==> src/rtl/interconn_rxbuf_pkg.sv <==
// Shared constants for the MVU receive-side buffer.
// The word width matches the crossbar lane width so both sides agree on one value.
package interconn_rxbuf_pkg;
    localparam int MVU_WORD_W  = 128;
    localparam int RXBUF_DEPTH = 8;
    localparam int RXBUF_AW    = 10;
endpackage

==> src/rtl/interconn_rxbuf_if.sv <==
// Receive lane (crossbar -> buffer) and memory write port (buffer -> data memory).
interface interconn_rxbuf_if
    import interconn_rxbuf_pkg::*;
#(
    parameter int W  = MVU_WORD_W,
    parameter int AW = RXBUF_AW
);
    // recv_*: no backpressure, a word is offered whenever recv_en is high.
    // mem_wr_*: a write transfers at a rising edge where mem_wr_en && mem_wr_ready;
    // while mem_wr_en is high, addr/data hold until accepted, and mem_wr_en never
    // depends on mem_wr_ready (ready may depend on en).
    logic          recv_en;
    logic [W-1:0]  recv_word;
    logic          mem_wr_en;
    logic [AW-1:0] mem_wr_addr;
    logic [W-1:0]  mem_wr_data;
    logic          mem_wr_ready;

    modport master (
        input  recv_en, recv_word, mem_wr_ready,
        output mem_wr_en, mem_wr_addr, mem_wr_data
    );

    modport slave (
        output recv_en, recv_word, mem_wr_ready,
        input  mem_wr_en, mem_wr_addr, mem_wr_data
    );
endinterface

==> src/rtl/interconn_rxbuf_fifo_sync.sv <==
// Generic show-ahead synchronous FIFO with synchronous flush.
// A push during flush lands in the freshly emptied FIFO.
module fifo_sync
    import interconn_rxbuf_pkg::*;
#(
    parameter int  W     = MVU_WORD_W,
    parameter int  DEPTH = RXBUF_DEPTH,
    localparam int PW    = $clog2(DEPTH),
    localparam int CW    = PW + 1
) (
    input  logic          clk,
    input  logic          clr,
    input  logic          flush,
    input  logic          push,
    input  logic          pop,
    input  logic [W-1:0]  din,
    output logic [W-1:0]  dout,
    output logic          full,
    output logic          empty,
    output logic [CW-1:0] count
);
    logic [W-1:0]  mem [DEPTH];
    logic [PW-1:0] wr_ptr;
    logic [PW-1:0] rd_ptr;
    logic          do_push;
    logic          do_pop;

    assign empty   = (count == '0);
    assign full    = (count == CW'(DEPTH));
    assign do_pop  = pop && !empty && !flush;
    // A pop frees a slot in the same cycle, so a full FIFO can still take a push.
    assign do_push = push && (flush || !full || do_pop);

    always_ff @(posedge clk or posedge clr) begin
        if (clr) begin
            wr_ptr <= '0;
            rd_ptr <= '0;
            count  <= '0;
        end else if (flush) begin
            rd_ptr <= '0;
            wr_ptr <= do_push ? PW'(1) : '0;
            count  <= do_push ? CW'(1) : '0;
        end else begin
            if (do_push) wr_ptr <= wr_ptr + PW'(1);
            if (do_pop)  rd_ptr <= rd_ptr + PW'(1);
            count <= count + CW'(do_push) - CW'(do_pop);
        end
    end

    always_ff @(posedge clk) begin
        if (do_push) mem[flush ? '0 : wr_ptr] <= din;
    end

    // Storage is not reset; masking keeps the head at zero while empty.
    assign dout = empty ? '0 : mem[rd_ptr];
endmodule

==> src/rtl/interconn_rxbuf.sv <==
// Receive buffer for one MVU lane: captures crossbar words into a FIFO and
// drains them into data memory over a circular address region.
module interconn_rxbuf
    import interconn_rxbuf_pkg::*;
#(
    parameter int  W     = MVU_WORD_W,
    parameter int  DEPTH = RXBUF_DEPTH,
    parameter int  AW    = RXBUF_AW,
    localparam int CW    = $clog2(DEPTH) + 1
) (
    input  logic                    clk,
    input  logic                    clr,
    interconn_rxbuf_if.master       bus,
    input  logic                    cfg_load,
    input  logic [AW-1:0]           cfg_base,
    input  logic [AW-1:0]           cfg_len,
    output logic [CW-1:0]           count,
    output logic                    overflow,
    output logic                    wrap
);
    logic          full;
    logic          empty;
    logic          pop_fire;
    logic          drop;
    logic [AW-1:0] addr;
    logic [AW-1:0] base;
    logic [AW-1:0] len;
    logic [AW-1:0] last;

    assign bus.mem_wr_en   = !empty;
    assign bus.mem_wr_addr = addr;
    // cfg_load cancels a same-cycle pop; the flush owns the FIFO that cycle.
    assign pop_fire = !empty && bus.mem_wr_ready && !cfg_load;
    assign drop     = bus.recv_en && full && !pop_fire && !cfg_load;
    assign last     = base + len;

    fifo_sync #(
        .W     (W),
        .DEPTH (DEPTH)
    ) u_fifo (
        .clk   (clk),
        .clr   (clr),
        .flush (cfg_load),
        .push  (bus.recv_en),
        .pop   (pop_fire),
        .din   (bus.recv_word),
        .dout  (bus.mem_wr_data),
        .full  (full),
        .empty (empty),
        .count (count)
    );

    always_ff @(posedge clk or posedge clr) begin
        if (clr) begin
            addr     <= '0;
            base     <= '0;
            len      <= '0;
            overflow <= 1'b0;
            wrap     <= 1'b0;
        end else if (cfg_load) begin
            addr     <= cfg_base;
            base     <= cfg_base;
            len      <= cfg_len;
            overflow <= 1'b0;
            wrap     <= 1'b0;
        end else begin
            wrap <= pop_fire && (addr == last);
            if (pop_fire) addr <= (addr == last) ? base : addr + AW'(1);
            if (drop) overflow <= 1'b1;
        end
    end
endmodule

==> src/flat_wrapper.sv <==
// flat-port wrapper written by rule: the top's interface ports become plain ports
module interconn_rxbuf_flat import interconn_rxbuf_pkg::*;
#(
    parameter int  W     = MVU_WORD_W,
    parameter int  DEPTH = RXBUF_DEPTH,
    parameter int  AW    = RXBUF_AW,
    localparam int CW    = $clog2(DEPTH) + 1
)
  (clk, clr, cfg_load, cfg_base, cfg_len, count, overflow, wrap, bus_recv_en, bus_recv_word, bus_mem_wr_ready, bus_mem_wr_en, bus_mem_wr_addr, bus_mem_wr_data);
  interconn_rxbuf_if #(.W(W), .AW(AW)) bus_i ();
  input  logic clk;
  input  logic clr;
  input  logic cfg_load;
  input  logic [AW-1:0] cfg_base;
  input  logic [AW-1:0] cfg_len;
  output logic [CW-1:0] count;
  output logic overflow;
  output logic wrap;
  input wire logic [$bits(bus_i.recv_en)-1:0] bus_recv_en;
  input wire logic [$bits(bus_i.recv_word)-1:0] bus_recv_word;
  input wire logic [$bits(bus_i.mem_wr_ready)-1:0] bus_mem_wr_ready;
  output wire logic [$bits(bus_i.mem_wr_en)-1:0] bus_mem_wr_en;
  output wire logic [$bits(bus_i.mem_wr_addr)-1:0] bus_mem_wr_addr;
  output wire logic [$bits(bus_i.mem_wr_data)-1:0] bus_mem_wr_data;
  assign bus_i.recv_en = bus_recv_en;
  assign bus_i.recv_word = bus_recv_word;
  assign bus_i.mem_wr_ready = bus_mem_wr_ready;
  assign bus_mem_wr_en = bus_i.mem_wr_en;
  assign bus_mem_wr_addr = bus_i.mem_wr_addr;
  assign bus_mem_wr_data = bus_i.mem_wr_data;
  interconn_rxbuf #(.W(W), .DEPTH(DEPTH), .AW(AW)) u_core (.clk(clk), .clr(clr), .bus(bus_i), .cfg_load(cfg_load), .cfg_base(cfg_base), .cfg_len(cfg_len), .count(count), .overflow(overflow), .wrap(wrap));
endmodule
==> config.mk <==
export PLATFORM = sky130hd
export DESIGN_NAME = interconn_rxbuf_flat
export DESIGN_NICKNAME = d
export VERILOG_FILES = /design/src/rtl/interconn_rxbuf_pkg.sv /design/src/rtl/interconn_rxbuf_if.sv /design/src/rtl/interconn_rxbuf_fifo_sync.sv /design/src/rtl/interconn_rxbuf.sv /design/src/flat_wrapper.sv
export SDC_FILE = /design/constraint.sdc
export NUM_CORES = 1
export LEC_CHECK = 0
export ABC_AREA = 1
export CAP_MARGIN = 5
export CORE_MARGIN = 2
export CORE_UTILIZATION = 50
export DETAILED_ROUTE_END_ITERATION = 6
export GPL_TIMING_DRIVEN = 0
export PLACE_DENSITY = 0.7
export SYNTH_ARGS = -nofsm -noshare
export SYNTH_HDL_FRONTEND = slang
export SYNTH_SLANG_ARGS = --single-unit
export TNS_END_PERCENT = 20
==> constraint.sdc <==
create_clock -name clk -period 15.9 [get_ports clk]
set_input_delay 3.18 -clock clk [delete_from_list [all_inputs] [get_ports clk]]
set_output_delay 3.18 -clock clk [all_outputs]
set_load 0.01 [all_outputs]
; ---- After elaboration in Yosys (flattened, before gate mapping)
; Memory sizes are Yosys's and may differ from the RTL's.
; Cells that the tools add are included.
; W data, S select, Z words.
[word_totals]
word_cells = 54
mem_count = 1
out_inout_bits = 145
mem_bits_rw = 1024
input_bits = 153
reg_bits = 42
[op_classes]
muxes = 17
eq_ne = 2
n_addsub = 6
n_reduce_logical = 20
[memory_table]
columns = memory, words, word_bits, read_ports, rd_ports_with_merged_regs, wr, line_no
row1 = u_core.u_fifo.mem, 8, 128, 1, 0, 1, interconn_rxbuf_fifo_sync.sv:22  ; logic [W-1:0] mem [DEPTH];
[op_table]
columns = cell, n
row1 = $mux W128, 1
row2 = $mux W10, 3
row3 = $mux W3, 5
row4 = $add A10 B1 Y10 const B, 1
row5 = $add A10 B10 Y10, 1
row6 = $eq A10 B10 Y1, 1
row7 = $logic_and A1 B1 Y1, 9
row8 = $reduce_bool A2 Y1, 4
row9 = $mux W1, 7
row10 = $add A3 B1 Y3 const B, 2
row11 = $add A4 B1 Y4, 1
row12 = $eq A4 B4 Y1 const B, 1
row13 = $logic_not A1 Y1, 4
row14 = $logic_not A4 Y1, 1
row15 = $mux W4, 1
row16 = $sub A4 B1 Y4, 1
row17 = $logic_or A1 B1 Y1, 2

; ---- Logic depth before layout (Yosys ltp)
; Gate-level depths: netlist of run 1.
[depth]
word_depth = 11
depth_mapped = 16
ltp_nobuf = 16

; ---- Cells and area by module
; From an unflattened synthesis of run 1, not the netlist that was laid out.
[unflattened]
hier_cells = 3441
area_unflattened_um2 = 43031.3
[modules_own_cells]
columns = module, instances, area_each_um2, cells_each, seq_area_each_um2
row1 = fifo_sync, 1, 40722.8, 3121, 30999.7
row2 = interconn_rxbuf, 1, 2308.5, 320, 800.8

; ---- Worst setup path before layout of run 1
; Ideal clock, no wire load.
[synth_path]
path_kind = input port to flip-flop
from = in bus_mem_wr_ready
to = mem u_core.u_fifo.mem[3][0] (netlist bit), enable pin
required_time_ns = 15.127
path_slack_ns = 2.793
setup_time_ns = 0.773
path_buffers = 0
t_arrival_ns = 12.333
path_stages = 6
path_cell_list = nand2_1 nor2_2 nor2_2 nand3_1 nand2_1 nor3_1
[synth_via]
elab_chain_len = 8
[synth_lines]
columns = element, line_no
row1 = "start, declared", flat_wrapper.sv:21  ; input wire logic [$bits(bus_i.mem_wr_ready)-1:0] bus_mem_wr_ready;
row2 = $logic_and A1 B1 Y1 (2 in a row), interconn_rxbuf.sv:33  ; assign pop_fire = !empty && bus.mem_wr_ready && !cfg_load;
row3 = $logic_and A1 B1 Y1 (2 in a row), interconn_rxbuf_fifo_sync.sv:30  ; assign do_pop = pop && !empty && !flush;
row4 = $logic_or A1 B1 Y1, interconn_rxbuf_fifo_sync.sv:32  ; assign do_push = push && (flush || !full || do_pop);
row5 = $logic_and A1 B1 Y1, interconn_rxbuf_fifo_sync.sv:32
row6 = $mux W1 (2 in a row), interconn_rxbuf_fifo_sync.sv:51  ; if (do_push) mem[flush ? '0 : wr_ptr] <= din;
row7 = "end, declared", interconn_rxbuf_fifo_sync.sv:22
; Every way passes these cells.

; ---- Final worst setup path of run 1
[layout_path]
from = reg u_core.u_fifo.rd_ptr[2]
to = out bus_mem_wr_data[63]
[layout_via]
elab_chain_len = 2
[layout_lines]
columns = element, line_no
row1 = "start, declared", interconn_rxbuf_fifo_sync.sv:24  ; logic [PW-1:0] rd_ptr;
row2 = "start signal, assigned", interconn_rxbuf_fifo_sync.sv:45  ; if (do_pop) rd_ptr <= rd_ptr + PW'(1);
row3 = $mem_v2 Z8 W128, n/a
row4 = $mux W128, interconn_rxbuf_fifo_sync.sv:55  ; assign dout = empty ? '0 : mem[rd_ptr];
row5 = "end, declared", flat_wrapper.sv:24  ; output wire logic [$bits(bus_i.mem_wr_data)-1:0] bus_mem_wr_data;
; Every way passes these cells.

==> results list, run 1 <==
- Fraction of final layout cells with drive strength greater than 1: 8.37%
- Fin crit share: approximately half
* Synth-to-layout area growth: 21.6%
- The H-tree was split into 3 levels.
- The floorplan step set the die height to 295 microns.
- Share of total power consumed by net switching: between 30% and 40%
- Unrepaired setup endpoints after global routing: false
* Buffers added on ports: 297
- Final setup violation count: 0
- The path class of the tightest hold or removal check is register to register.
* Number of flip-flops and latches in the synthesized netlist: about 1100
- Final std cell area, no fill: 0.0513 sq mm
- The detail route stage leaves a number of antenna-violating nets equal to 0.
* Critical path capture point type: primary output
- The top cell types in the final layout, fill and taps aside, are edfxtp_1, nor2_1, o21ai_0.
- Die ar.: 0.0868 sq mm
- Routed wire length on met3: 10900 microns
* Period minus WS final: 7780 ps
- Wire length of the first global-routing pass: 168000 microns
- Type of element launching the critical path: register
- Placeable core area: between 0.08 and 0.09 sq mm
- Summed negative setup slack over all endpoints: 0 ps
- Initial standard-cell utilization of the core: 50.4%
- The critical path contains buffers and inverters numbering 5 combined.
- For this run, the top clock speed supported by timing is about 0.13 GHz.
- Worst supply voltage drop on vdd: 0.111 mV
- Once the clock tree was built, the resizer swapped 0 gates to a different size.
- Number of global-route vias before repair: 27600
- Headroom to the max-slew limit came out at between 8 and 9%.
- Sequential fraction of design power: 41.0%
- Clock-pin slew was measured on the worst setup and hold paths at 60 ps.
- Max-cap violations in this run came to 0.
* Final RePlAce weighted congestion: 0.819
- Number of pins exceeding their max-slew limit in the final report: 0
- The largest individual stage delay along the critical path comes from the cell clkbuf_1.
- Leading cell type in the layout, fill and taps excluded: edfxtp_1
- Wire segments on met2 add up to between 50000 and 60000 microns in the final route.
- Sequence of cells on the critical path: inv_1, clkbuf_1, clkbuf_2, clkbuf_1, a31oi_1, clkdlybuf4s50_1
- Post-detailed-placement half-perimeter wirelength: approximately 77000 microns
- CTS Sinks: 1066
* Avg Cell Area, Syn: 12.8 sq um
- Drt first pass iters: 5
* Worst Path Class, Setup: register to primary output
- During synthesis, Yosys emitted a total of 0 warnings.
- The cell family contributing the most delay on the critical path is buffers and inverters.
* Critical Path RT: 12720 ps
* Post-synthesis net count: about 3500
- Final Hold Viols: 0
* Residual DRC: 0
- For this design, the CTS-stage hold fixing added 0 buffers.
- Counting along the longest clock path gives a buffer depth of 3.
- For this design the ratio of total power to cell area is 153 mW/mm^2.
- In this run the worst path has a maximum fanout of 10.
- In this run, distinct cell masters in the synthesized netlist total 38.
- Of the synthesized area, sequential elements account for 75.3%.
* Fill cell instance count of the final layout: about 6200
- Top layer used by detailed routing: met5
- Critical path arrival: 4600 ps
- I/O pin total: a little under 300
* Cells after DPL: 4801
- In the routed layout, each cell is associated on average with a via count of 5.68.
* Net Sw Power: 0.00244 W
- In this run the biggest area consumer among cell types represents 72.8% of the synthesized area.
- Status: complete, no violations
- The number of antenna violations at the first check in global routing is 21.
- Post-CTS Setup Inserts: 0
- Actual slew at the worst max-slew pin: 1370 ps
- The later pin in the worst-skew pair is clocked with a latency of 660 ps.
* Final Core Density: between 60 and 70%
* Share of total power in the clock network: between 30% and 40%
- In the global route stage, overall resource usage came out at 26.1%.
- After detailed routing, the average wire length per cell comes to 22.8 microns.
- Gate power share: a little over a quarter
- In this design, the stage delay of the slowest critical-path cell is 810 ps.
- LEAKAGE: 17.3 nW
- Number of DRC violations after detailed-routing iteration 0: roughly 3200
- Placed cell areas: around 0.048 sq mm
* Nets@finish: 3951
- TritonCTS built the clock tree.
* Num CTS Buffers: 109
* Cell taking the most area after synthesis: edfxtp_1
* Post-synth design cell area: about 0.042 sq mm
- Placement Rows: 106
- Final Instance Count excl. Fillers: about 5000
- For this block, the routed nets add up to 114000 microns of wire.
* Maximum clock skew at final layout: 20.3 ps
- Routed metal-1 wirelength: 44300 microns
- In the synthesized netlist, the number of instances is 3290.
* Largest net degree at the start of global routing: 40
* Most frequent cell on the critical path: clkbuf_1
- Remaining global-route overflow: 0
- Biggest area contributors in the synthesized netlist: edfxtp_1, nor2_1, o21ai_0
- Die width: 295 microns
* Internal Pwr Total: roughly 0.0054 W
- Across all layers, the routed design uses 28500 vias.
* Clock root buffer master: clkbuf_16
## power groups by stage
stage	clock, W	sequential (W)	combinational (W)
final	0.00250	0.00323	0.00215
after floorplan	0	0.00330	0.00105
after detailed placement	0	0.00328	0.00213
after global routing	0.00264	0.00323	0.00232
after CTS	0.00252	0.00323	0.00215
after global placement	0	0.00332	0.00207
## area by class of cell
| cell class | instances | area (sq um) | area share (%) |
|---|---|---|---|
| Clock inverter | 68 | 609 | 1.19 |
| Buffer | 221 | 902 | 1.76 |
| Antenna cell | 12 | 30.0 | 0.0585 |
| Inverter | 54 | 203 | 0.395 |
| Sequential cell | 1066 | 31800 | 62.0 |
| Clock buffer | 134 | 2900 | 5.64 |
| Multi-Input combinational cell | 1949 | 9360 | 18.2 |
| Tap cell | 1134 | 1420 | 2.77 |
| Timing Repair Buffer | 377 | 4090 | 7.98 |
## cell families after synthesis
| logic type | count (synthesis) | synth area share, % |
|---|---|---|
| compound gates | 947 | 12.1 |
| xor+xnor | 15 | 0.311 |
| fa+ha+maj | 20 | 0.628 |
| buf+inv | 275 | 2.61 |
| flops | 1066 | 75.3 |
| simple gates | 967 | 9.04 |
## final timing paths
kind                       slack, ps                  endpoint                    start  cells past startpoint
hold reg to reg                  500           u_core.overflow          u_core.overflow                      2
setup reg to reg               11910  u_core.u_fifo.mem[2][81]   u_core.u_fifo.count[2]                     15
min in group asynchronous       2730    u_core.u_fifo.count[3]                      clr                      2
setup / recovery                8120       bus_mem_wr_data[63]  u_core.u_fifo.rd_ptr[2]                      6
hold / removal                   500           u_core.overflow          u_core.overflow                      2
max in group asynchronous      12750            u_core.base[9]                      clr                      3
## cells in the mapped netlist
library cell     n
a21o_1           2
a21oi_1         18
a21oi_2          8
a31oi_1        129
buf_1           11
buf_2           43
buf_4            2
buf_6            1
clkbuf_1       163
clkbuf_2         1
clkinv_1         1
dfrtp_1         42
edfxtp_1      1024
fa_1             2
ha_1            18
inv_1           49
inv_2            4
nand2_1        108
nand2_2          9
nand2b_1         1
nand3_1         21
nand3_2          8
nand3_4          1
nand3b_1         3
nand4_1          9
nor2_1         795
nor2_2           2
nor2_8           1
nor3_1           5
nor3b_1          1
o21a_1           1
o21ai_0        590
o21ai_1         71
o22ai_1        128
or2_1            2
or2_2            1
xnor2_1          4
xor2_1          11
## routing by layer
| layer | track usage (%) | vias to the layer above |
|---|---|---|
| met4 | 10.2 | 18 |
| met3 | 5.36 | 241 |
| met5 | 0 | - |
| met2 | 42.9 | 1387 |
| li1 | - | 13100 |
| met1 | 34.2 | 13800 |
## state kept, by name, indices dropped and copies added, names as in the netlist
name                    cells
u_core.u_fifo.mem        1024
u_core.overflow             1
u_core.u_fifo.count         4
u_core.u_fifo.rd_ptr        3
u_core.wrap                 1
u_core.base                10
u_core.u_fifo.wr_ptr        3
u_core.len                 10
u_core.bus.mem_wr_addr     10
## per-stage QoR
step / power, W / setup slack [ps] / hold WS (ps)
after global routing: 0.00820 / 8180 / 539
final: 0.00788 / 8120 / 504
after CTS: 0.00790 / 8250 / 505
after floorplan: 0.00435 / 2790 / 448
after detailed placement: 0.00542 / 8970 / 491
after global placement: 0.00540 / -5690 / 493
## worst reg2reg max path, delay by kind of cell, from the launching register on
kind,cells,cell delay [ps]
flops,1,350
fa+ha+maj,1,200
buf+inv,6,1210
simple gates,8,1920
Power figures use the tool's default switching activity.
==> run 2, diff against run 1 <==
clock period = 7.6 ns   (was 15.9 ns; I/O delays follow)
==> results of run 2 <==
The final DEF is identical to that of run 1. Status: complete, no violations.
Main changes from that run: setup slack after placement 8970 ps -> 2330 ps; setup slack after layout 8120 ps -> 1480 ps; register-to-register setup slack 11910 ps -> 3610 ps; total power 0.00788 W -> 0.0165 W; worst IR drop on VDD 0.111 mV -> 0.232 mV
